### src/rtl/pc_sequencer_pkg.sv
// Shared next-PC select codes, sequencer state encoding and fetch-path constants.
// Build option: PC_MISALIGN_TRAP_EN (trap on misaligned redirect targets).
package pc_sequencer_pkg;

    localparam int unsigned PC_SEL_W = 2;
    localparam int unsigned CNT_W    = 32;

    // Next-PC decision codes from branch control
    localparam logic [PC_SEL_W-1:0] PC_SEL_SEQ  = 2'b00;
    localparam logic [PC_SEL_W-1:0] PC_SEL_JUMP = 2'b01;
    localparam logic [PC_SEL_W-1:0] PC_SEL_JALR = 2'b10;
    localparam logic [PC_SEL_W-1:0] PC_SEL_HALT = 2'b11;

    typedef enum logic [1:0] {
        ST_RUN   = 2'd0,
        ST_FLUSH = 2'd1,
        ST_HALT  = 2'd2
    } pc_state_e;

    // True for the selections that redirect fetch to a computed target
    function automatic logic is_redirect(input logic [PC_SEL_W-1:0] sel);
        return (sel == PC_SEL_JUMP) || (sel == PC_SEL_JALR);
    endfunction

endpackage

### src/rtl/pc_next_mux.sv
// Combinational next-PC target selection, JALR bit-0 clear and misalignment detect.
// Build option: PC_MISALIGN_TRAP_EN (report misaligned targets instead of forcing alignment).
module pc_next_mux
    import pc_sequencer_pkg::*;
#(
    parameter int unsigned XLEN = 32
) (
    input  logic [PC_SEL_W-1:0] pc_sel,
    input  logic [XLEN-1:0]     pc,
    input  logic [XLEN-1:0]     pc_plus4,
    input  logic [XLEN-1:0]     imm_target,
    input  logic [XLEN-1:0]     alu_target,
    output logic [XLEN-1:0]     target_c,
    output logic                redirect_c,
    output logic                misalign_c
);

    logic [XLEN-1:0] raw_c;

    // Raw candidate; JALR always drops bit 0 before any alignment check
    always_comb begin
        raw_c = pc;
        unique case (pc_sel)
            PC_SEL_SEQ:  raw_c = pc_plus4;
            PC_SEL_JUMP: raw_c = imm_target;
            PC_SEL_JALR: raw_c = alu_target & ~XLEN'(1);
            PC_SEL_HALT: raw_c = pc;
            default:     raw_c = pc;
        endcase
    end

    assign redirect_c = is_redirect(pc_sel);

`ifdef PC_MISALIGN_TRAP_EN
    assign target_c   = raw_c;
    assign misalign_c = redirect_c && (raw_c[1:0] != 2'b00);
`else
    // Without the trap, low bits are simply discarded
    assign target_c   = raw_c & ~XLEN'(3);
    assign misalign_c = 1'b0;
`endif

endmodule

### src/rtl/pc_sequencer.sv
// Registered program-counter sequencer: next-PC select, wrong-path squash, halt and redirect count.
// Build option: PC_MISALIGN_TRAP_EN (misaligned redirects halt and set the sticky misaligned flag).
module pc_sequencer
    import pc_sequencer_pkg::*;
#(
    parameter int unsigned      XLEN     = 32,
    parameter logic [XLEN-1:0]  RESET_PC = '0
) (
    input  logic                clk,
    input  logic                rst,
    input  logic [PC_SEL_W-1:0] PC_Sel,
    input  logic                stall,
    input  logic [XLEN-1:0]     imm_target,
    input  logic [XLEN-1:0]     alu_target,
    input  logic                resume,
    output logic [XLEN-1:0]     pc_out,
    output logic [XLEN-1:0]     pc_plus4,
    output logic                flush,
    output logic                halted,
    output logic                misaligned,
    output logic [CNT_W-1:0]    redirect_cnt
);

    pc_state_e          state_q, state_d;
    logic [XLEN-1:0]    pc_q, pc_d;
    logic [CNT_W-1:0]   cnt_q, cnt_d;
    logic               flush_q, halted_q;
    logic               mis_q, mis_d;

    logic [XLEN-1:0]    target_c;
    logic               redirect_c;
    logic               misalign_c;

    assign pc_plus4 = pc_q + XLEN'(4);

    pc_next_mux #(
        .XLEN (XLEN)
    ) u_next_mux (
        .pc_sel     (PC_Sel),
        .pc         (pc_q),
        .pc_plus4   (pc_plus4),
        .imm_target (imm_target),
        .alu_target (alu_target),
        .target_c   (target_c),
        .redirect_c (redirect_c),
        .misalign_c (misalign_c)
    );

    // State, PC, counter and status registers
    always_ff @(posedge clk) begin
        if (rst) begin
            state_q  <= ST_RUN;
            pc_q     <= RESET_PC;
            cnt_q    <= '0;
            flush_q  <= 1'b0;
            halted_q <= 1'b0;
            mis_q    <= 1'b0;
        end else begin
            state_q  <= state_d;
            pc_q     <= pc_d;
            cnt_q    <= cnt_d;
            flush_q  <= (state_d == ST_FLUSH);
            halted_q <= (state_d == ST_HALT);
            mis_q    <= mis_d;
        end
    end

    // Next-state, next-PC and counter update
    always_comb begin
        state_d = state_q;
        pc_d    = pc_q;
        cnt_d   = cnt_q;
        mis_d   = mis_q;

        unique case (state_q)
            ST_RUN: begin
                if (!stall) begin
                    if (PC_Sel == PC_SEL_HALT) begin
                        state_d = ST_HALT;
                    end else if (redirect_c && misalign_c) begin
                        state_d = ST_HALT;
                        mis_d   = 1'b1;
                    end else if (redirect_c) begin
                        pc_d    = target_c;
                        state_d = ST_FLUSH;
                        cnt_d   = cnt_q + CNT_W'(1);
                    end else begin
                        pc_d    = pc_plus4;
                    end
                end
            end
            // Executing instruction is wrong-path: its PC_Sel is discarded
            ST_FLUSH: begin
                state_d = ST_RUN;
                if (!stall) begin
                    pc_d = pc_plus4;
                end
            end
            ST_HALT: begin
                if (resume) begin
                    pc_d    = pc_plus4;
                    state_d = ST_RUN;
                end
            end
            default: begin
                state_d = ST_RUN;
            end
        endcase
    end

    assign pc_out       = pc_q;
    assign flush        = flush_q;
    assign halted       = halted_q;
    assign redirect_cnt = cnt_q;

`ifdef PC_MISALIGN_TRAP_EN
    assign misaligned = mis_q;
`else
    assign misaligned = 1'b0;
`endif

endmodule

### config.mk
export PLATFORM = sky130hd
export DESIGN_NAME = pc_sequencer
export DESIGN_NICKNAME = d
export VERILOG_FILES = /design/src/rtl/pc_sequencer_pkg.sv /design/src/rtl/pc_next_mux.sv /design/src/rtl/pc_sequencer.sv
export SDC_FILE = /design/constraint.sdc
export NUM_CORES = 1
export LEC_CHECK = 0
export ABC_AREA = 1
export CORE_MARGIN = 8
export CORE_UTILIZATION = 23
export CTS_CLUSTER_SIZE = 28
export DETAILED_ROUTE_END_ITERATION = 10
export REMOVE_ABC_BUFFERS = 1
export SYNTH_ARGS = -nofsm -noshare
export SYNTH_HDL_FRONTEND = slang
export SYNTH_SLANG_ARGS = --single-unit
### constraint.sdc
create_clock -name clk -period 1.9 [get_ports clk]
set_input_delay 0.285 -clock clk [delete_from_list [all_inputs] [get_ports clk]]
set_output_delay 0.285 -clock clk [all_outputs]
set_load 0.01 [all_outputs]
**Word level (Yosys, flattened, before mapping)**

Cells that the tools add are included.

- Register bits: 68

- Reduce and logical (&&, ||, !) cells: 6
- Bitwise logic cells: 2
- Muxes and demuxes: 12
- Add/sub/neg operators: 2
- Equal/unequal tests: 11

Operators by type and width:

| cell | count |
|---|---|
| $pmux 32 s3 | 2 |
| $mux 32 | 5 |
| $add 32x1->32 const B | 1 |
| $add 32x3->32 const B | 1 |
| $eq 2x2->1 const B | 4 |
| $mux 2 | 4 |
| $ne 2x2->1 const B | 4 |
| $eq 2x1->1 const B | 3 |
| $reduce_and 5->1 | 1 |
| $logic_not 2->1 | 2 |
| $pmux 2 s2 | 1 |
| $reduce_and 4->1 | 1 |
| $reduce_bool 3->1 | 1 |
| $not 1->1 | 2 |
| $logic_or 1x1->1 | 1 |

**Longest topological paths before layout**

- Depth in word-level cells: 7
- Gate-level depth with buffers: 12
- Depth with buffers taken out: 12

**Modules after synthesis**

From an unflattened synthesis, not the netlist that was laid out.

- Cell total of the unflattened synthesis: 983
- Area, all modules: 5689.2 µm²

Modules (own cells, without submodules):

| module | cells each | times used | area an instance (µm²) |
|---|---|---|---|
| pc_sequencer | 717 | 1 | 4524.3 |
| pc_next_mux | 266 | 1 | 1164.9 |

**Least setup slack after synthesis**

OpenSTA, ideal clock, no wires.

- Kind: register -> output
- Start point: register pc_q[2] (netlist: pc_out[2])
- End point: output port pc_plus4[20]
- Arrival time: 1356 ps
- Path buffers: 0
- Data required time: 1615 ps
- Slack: 259 ps
- Stages on the path, launching flop included: 7
- Path through: dfxtp_1 -> ha_1 -> nand3_1 -> nor2_1 -> nand2_1 -> o21ai_0 -> nand2_1

- Word-level cells in the longest chain between the ends: 1

RTL lines:

| what | RTL line | RTL |
|---|---|---|
| start: declaration | pc_sequencer.sv:25 | `logic [XLEN-1:0] pc_q, pc_d;` |
| start signal: assignment | pc_sequencer.sv:60 | `pc_q <= pc_d;` |
| $add 32x3->32 | pc_sequencer.sv:34 | `assign pc_plus4 = pc_q + XLEN'(4);` |
| end: declaration | pc_sequencer.sv:17 | `output logic [XLEN-1:0] pc_plus4,` |

Every way passes these cells.

**Final worst setup path**

- Start point: register pc_q[11] (netlist: pc_out[11])
- End point: output port pc_plus4[28]

Same word-level chain as after synthesis.

==> summary.md <==
| Metric | Value |
|---|---|
| DRT antenna net count | `0` |
| Yosys top cell area share | `29.74%` |
| FP Rows | `about 50` |
| Max H-tree Level | `3` |
| Max-cap violations | `0` |
| Worst Setup Start Kind | `flop` |
| Worst IR Drop VDD | `between 0.4 and 0.5 mV` |
| Largest family of logic cells by synthesized area | `simple AND/OR/NAND/NOR gates` |
| Top cell by count, worst path | `nand2_2` |
| Number of global-route vias before repair | `between 5,000 and 6,000` |
| Synth Area in Adders | `2.253%` |
| Core Region | `about 0.019 mm2` |
| Initial Utilization | `between 20% and 30%` |
| First-pass GRT wire length | `28.30 mm` |
| TritonCTS clock tree | `built` |
| FF+latch count, synth | `between 60 and 70` |
| Sink Count | `66` |
| Critical Path Fanout Max | `4` |
| Total CTS buffers | `9` |
| Antenna Cells | `0` |
| Worst-margin pin slew | `a little over 0.5 ns` |
| Syn-to-layout area delta | `82.96%` |
| Setup crit end kind | `output port` |
| CP cell instances | `nand2_2 -> buf_4 -> nor2_1 -> nand2_8 -> inv_4 -> nand2_2 -> nand2_2 -> nand2_1 -> buf_2` |
| Leakage | `about 0.0033 uW` |
| Period utilization | `106.1%` |
| Final Hold Vio Count | `0` |
| Gr usage total | `15.04%` |
| I/O Buffers | `159` |
| Syn Area/Cell | `between 6 and 7 um2` |
| Die X-Extent | `155.0 um` |
| Routed WL | `around 18 mm` |
| Placer's final routability congestion estimate | `roughly 0.87` |
| Leading area contributor after synthesis | `dfxtp_1` |
| Top cells by count, synth | `nand2_1 (187), nor2_1 (94), dfxtp_1 (66)` |
| Avg Vias per Cell | `about 4.4` |
| Slowest cell on crit path | `dfxtp_2` |
| DP Cell Count | `1,204` |
| WHS | `about 0.51 ns` |
| Final cell count without fillers | `1,245` |
| Synth Flop Type | `dfxtp_1` |
| FF+latch area | `between 0.001 and 0.0015 mm2` |
| Max incr delay on CP | `0.36 ns` |
| Total gr overflow | `0` |
| Residual DRC | `0` |
| CTS root buffer | `clkbuf_16` |
| Die area | `0.02402 mm2` |
| Post-DR wirelength/cell | `approximately 15 um` |
| RSZ-0062 raised after global routing | `true` |
| Vias | `roughly 5,500` |
| Critical path type | `flop to output port` |
| Class of the worst hold path | `flop to flop` |
| Share of cells above drive strength 1 | `31.02%` |
| Max_slew headroom | `65.53%` |
| Largest net degree at the start of global routing | `36` |
| Drt initial violations | `between 100 and 150` |
| WP data arrival | `1.73 ns` |
| Synth Area in Compound Gates | `between 10% and 20%` |
| Min Tclk post-route | `roughly 2.0 ns` |
| Yosys Warn Count | `0` |
| Num ports | `~170` |
| Skew final | `between 0.008 and 0.009 ns` |
| Fill cell count | `just under 2,000` |
| Failing checks | `setup timing` |
| Largest delay share family, worst path | `simple AND/OR/NAND/NOR gates` |
| Post-DP HPWL | `between 10 and 15 mm` |
| Max clock buf depth | `2` |
| Setup slack after layout | `-0.1155 ns` |
| Layout Nets | `between 1,000 and 1,500` |
| Worst-Skew Late Latency | `roughly 0.35 ns` |
| Synth area leaders | `dfxtp_1 (30%), nand2_1 (16%), nor2_1 (7.9%), a21oi_1 (6.5%), inv_1 (5.1%)` |
| Power density over cell area | `661.9 mW/mm2` |
| R2R Setup Slk | `around 0.19 ns` |
| Register area share after synthesis | `between 20% and 30%` |
| Initial antenna violation count | `0` |
| Post-Synthesis Cells | `695` |
| Max Freq | `0.4962 GHz` |
| Die Span Y | `155.0 um` |
| Slew Viols, Final | `0` |
| Req. time, crit path | `about 1.6 ns` |
| Ys async rst share | `0%` |
| Buf+Inv Stages, Crit Path | `3` |
| Synth Area in XOR/XNOR | `4.280%` |
| CTS Hold Buffers Added | `0` |
| Number of synthesized flops with an enable pin | `0` |
| Library cells used by synthesis | `39` |
| Area after DPL | `slightly above 0.007 mm2` |
| Mapped Area | `0.004443 mm2` |
| DRT Pass-1 Iters | `4` |
| Finish-stage setup viols | `18` |
| Post-route cell area | `around 0.0081 mm2` |
| Worst-path clk slew | `approximately 0.060 ns` |
| Most common cell in the netlist | `nand2_1` |
| Post-synthesis simple-gate area fraction | `roughly a third` |
| Footprint of the multi-input gates | `0.003193 mm2` |
| Mux cell area share after synthesis | `0%` |
| Run status | `complete, but fails checks` |
## routing by layer
| metal | part of all wire (%) | global-route usage, % | vias up |
|---|---|---|---|
| li1 | - | - | 2822 |
| met1 | 42 | 17.04 | 2490 |
| met2 | 48 | 25.25 | 167 |
| met3 | 9.3 | 6.380 | 21 |
| met4 | 1.5 | 4.526 | 0 |
| met5 | 0 | 0 | - |
## path summary, 6_finish.rpt
check / depth (start not counted) / startpoint / endpoint
worst min register to register: 1 / redirect_cnt[12]$_SDFFE_PP0P_ / redirect_cnt[12]$_SDFFE_PP0P_
worst max-delay path: 9 / pc_out[11]$_SDFFE_PP0P_ / pc_plus4[28]
worst min-delay path: 1 / redirect_cnt[12]$_SDFFE_PP0P_ / redirect_cnt[12]$_SDFFE_PP0P_
worst max register to register: 12 / pc_out[3]$_SDFFE_PP0P_ / pc_out[7]$_SDFFE_PP0P_
## power breakdown
group	internal, uW	switching (uW)
Clock	1090	636
Combinational	1040	963
Sequential	1520	133
## cells by family after synthesis
family | count (synthesis)
fa+ha+maj | 8
flops | 66
simple gates | 360
buf+inv | 98
xor+xnor | 20
compound gates | 142
other cells | 1
## registers in the layout, indices dropped and copies added (netlist names)
name	flops
flush	1
halted	1
pc_out	30
redirect_cnt	32
state_q	2
## layout by cell type (no fill, tap or decap), types with 4 or more instances in the layout
cell | netlist | final
nand2_4 | 1 | 5
xor2_2 | 2 | 8
xnor2_2 | 0 | 4
a221o_1 | 13 | 13
buf_6 | 1 | 17
nand2_2 | 2 | 23
ha_1 | 8 | 4
nor2_4 | 9 | 28
a22o_1 | 14 | 14
buf_2 | 7 | 14
inv_1 | 60 | 58
nor3_1 | 6 | 6
clkbuf_16 | 0 | 9
nor2_1 | 94 | 68
o21ai_1 | 10 | 10
nand3_1 | 44 | 38
dfxtp_2 | 0 | 14
o21ai_0 | 36 | 34
conb_1 | 1 | 5
buf_4 | 6 | 121
clkdlybuf4s50_1 | 0 | 127
nand3_4 | 0 | 4
nor2_2 | 6 | 13
buf_12 | 0 | 9
xor2_1 | 12 | 6
dfxtp_1 | 66 | 49
dlymetal6s2s_1 | 0 | 4
nand2_1 | 187 | 161
inv_2 | 7 | 8
nand3_2 | 2 | 4
a21oi_1 | 58 | 58
## metrics by stage
stage	utilization [%]	setup WS (ns)	setup TNS, ns	total power [uW]
global placement	37.26	-0.3846	-17.57	3552
CTS	40.56	-0.1401	-1.460	5322
floorplan	-	-0.5138	-9.738	2338
global route	42.32	-0.2236	-3.298	5664
finish	42.32	-0.1155	-1.228	5380
detailed placement	37.26	-0.3919	-18.41	3553
## layout make-up
class | instances | area share [%]
well taps | 265 | 4.079
clock inverters | 2 | 0.4310
flip-flops and latches | 66 | 16.61
clock buffers | 14 | 3.248
repair buffers | 296 | 33.23
multi-input cells | 535 | 39.28
inverters | 67 | 3.125
## what timing repair did
action | in CTS | in global routing
setup buffers | 16 | 9
pin swaps | 27 | 28
setup endpoints to repair | 32 | 59
resized for setup | 198 | 73
gates cloned | 0 | 0
(Power assumes the default switching activity.)
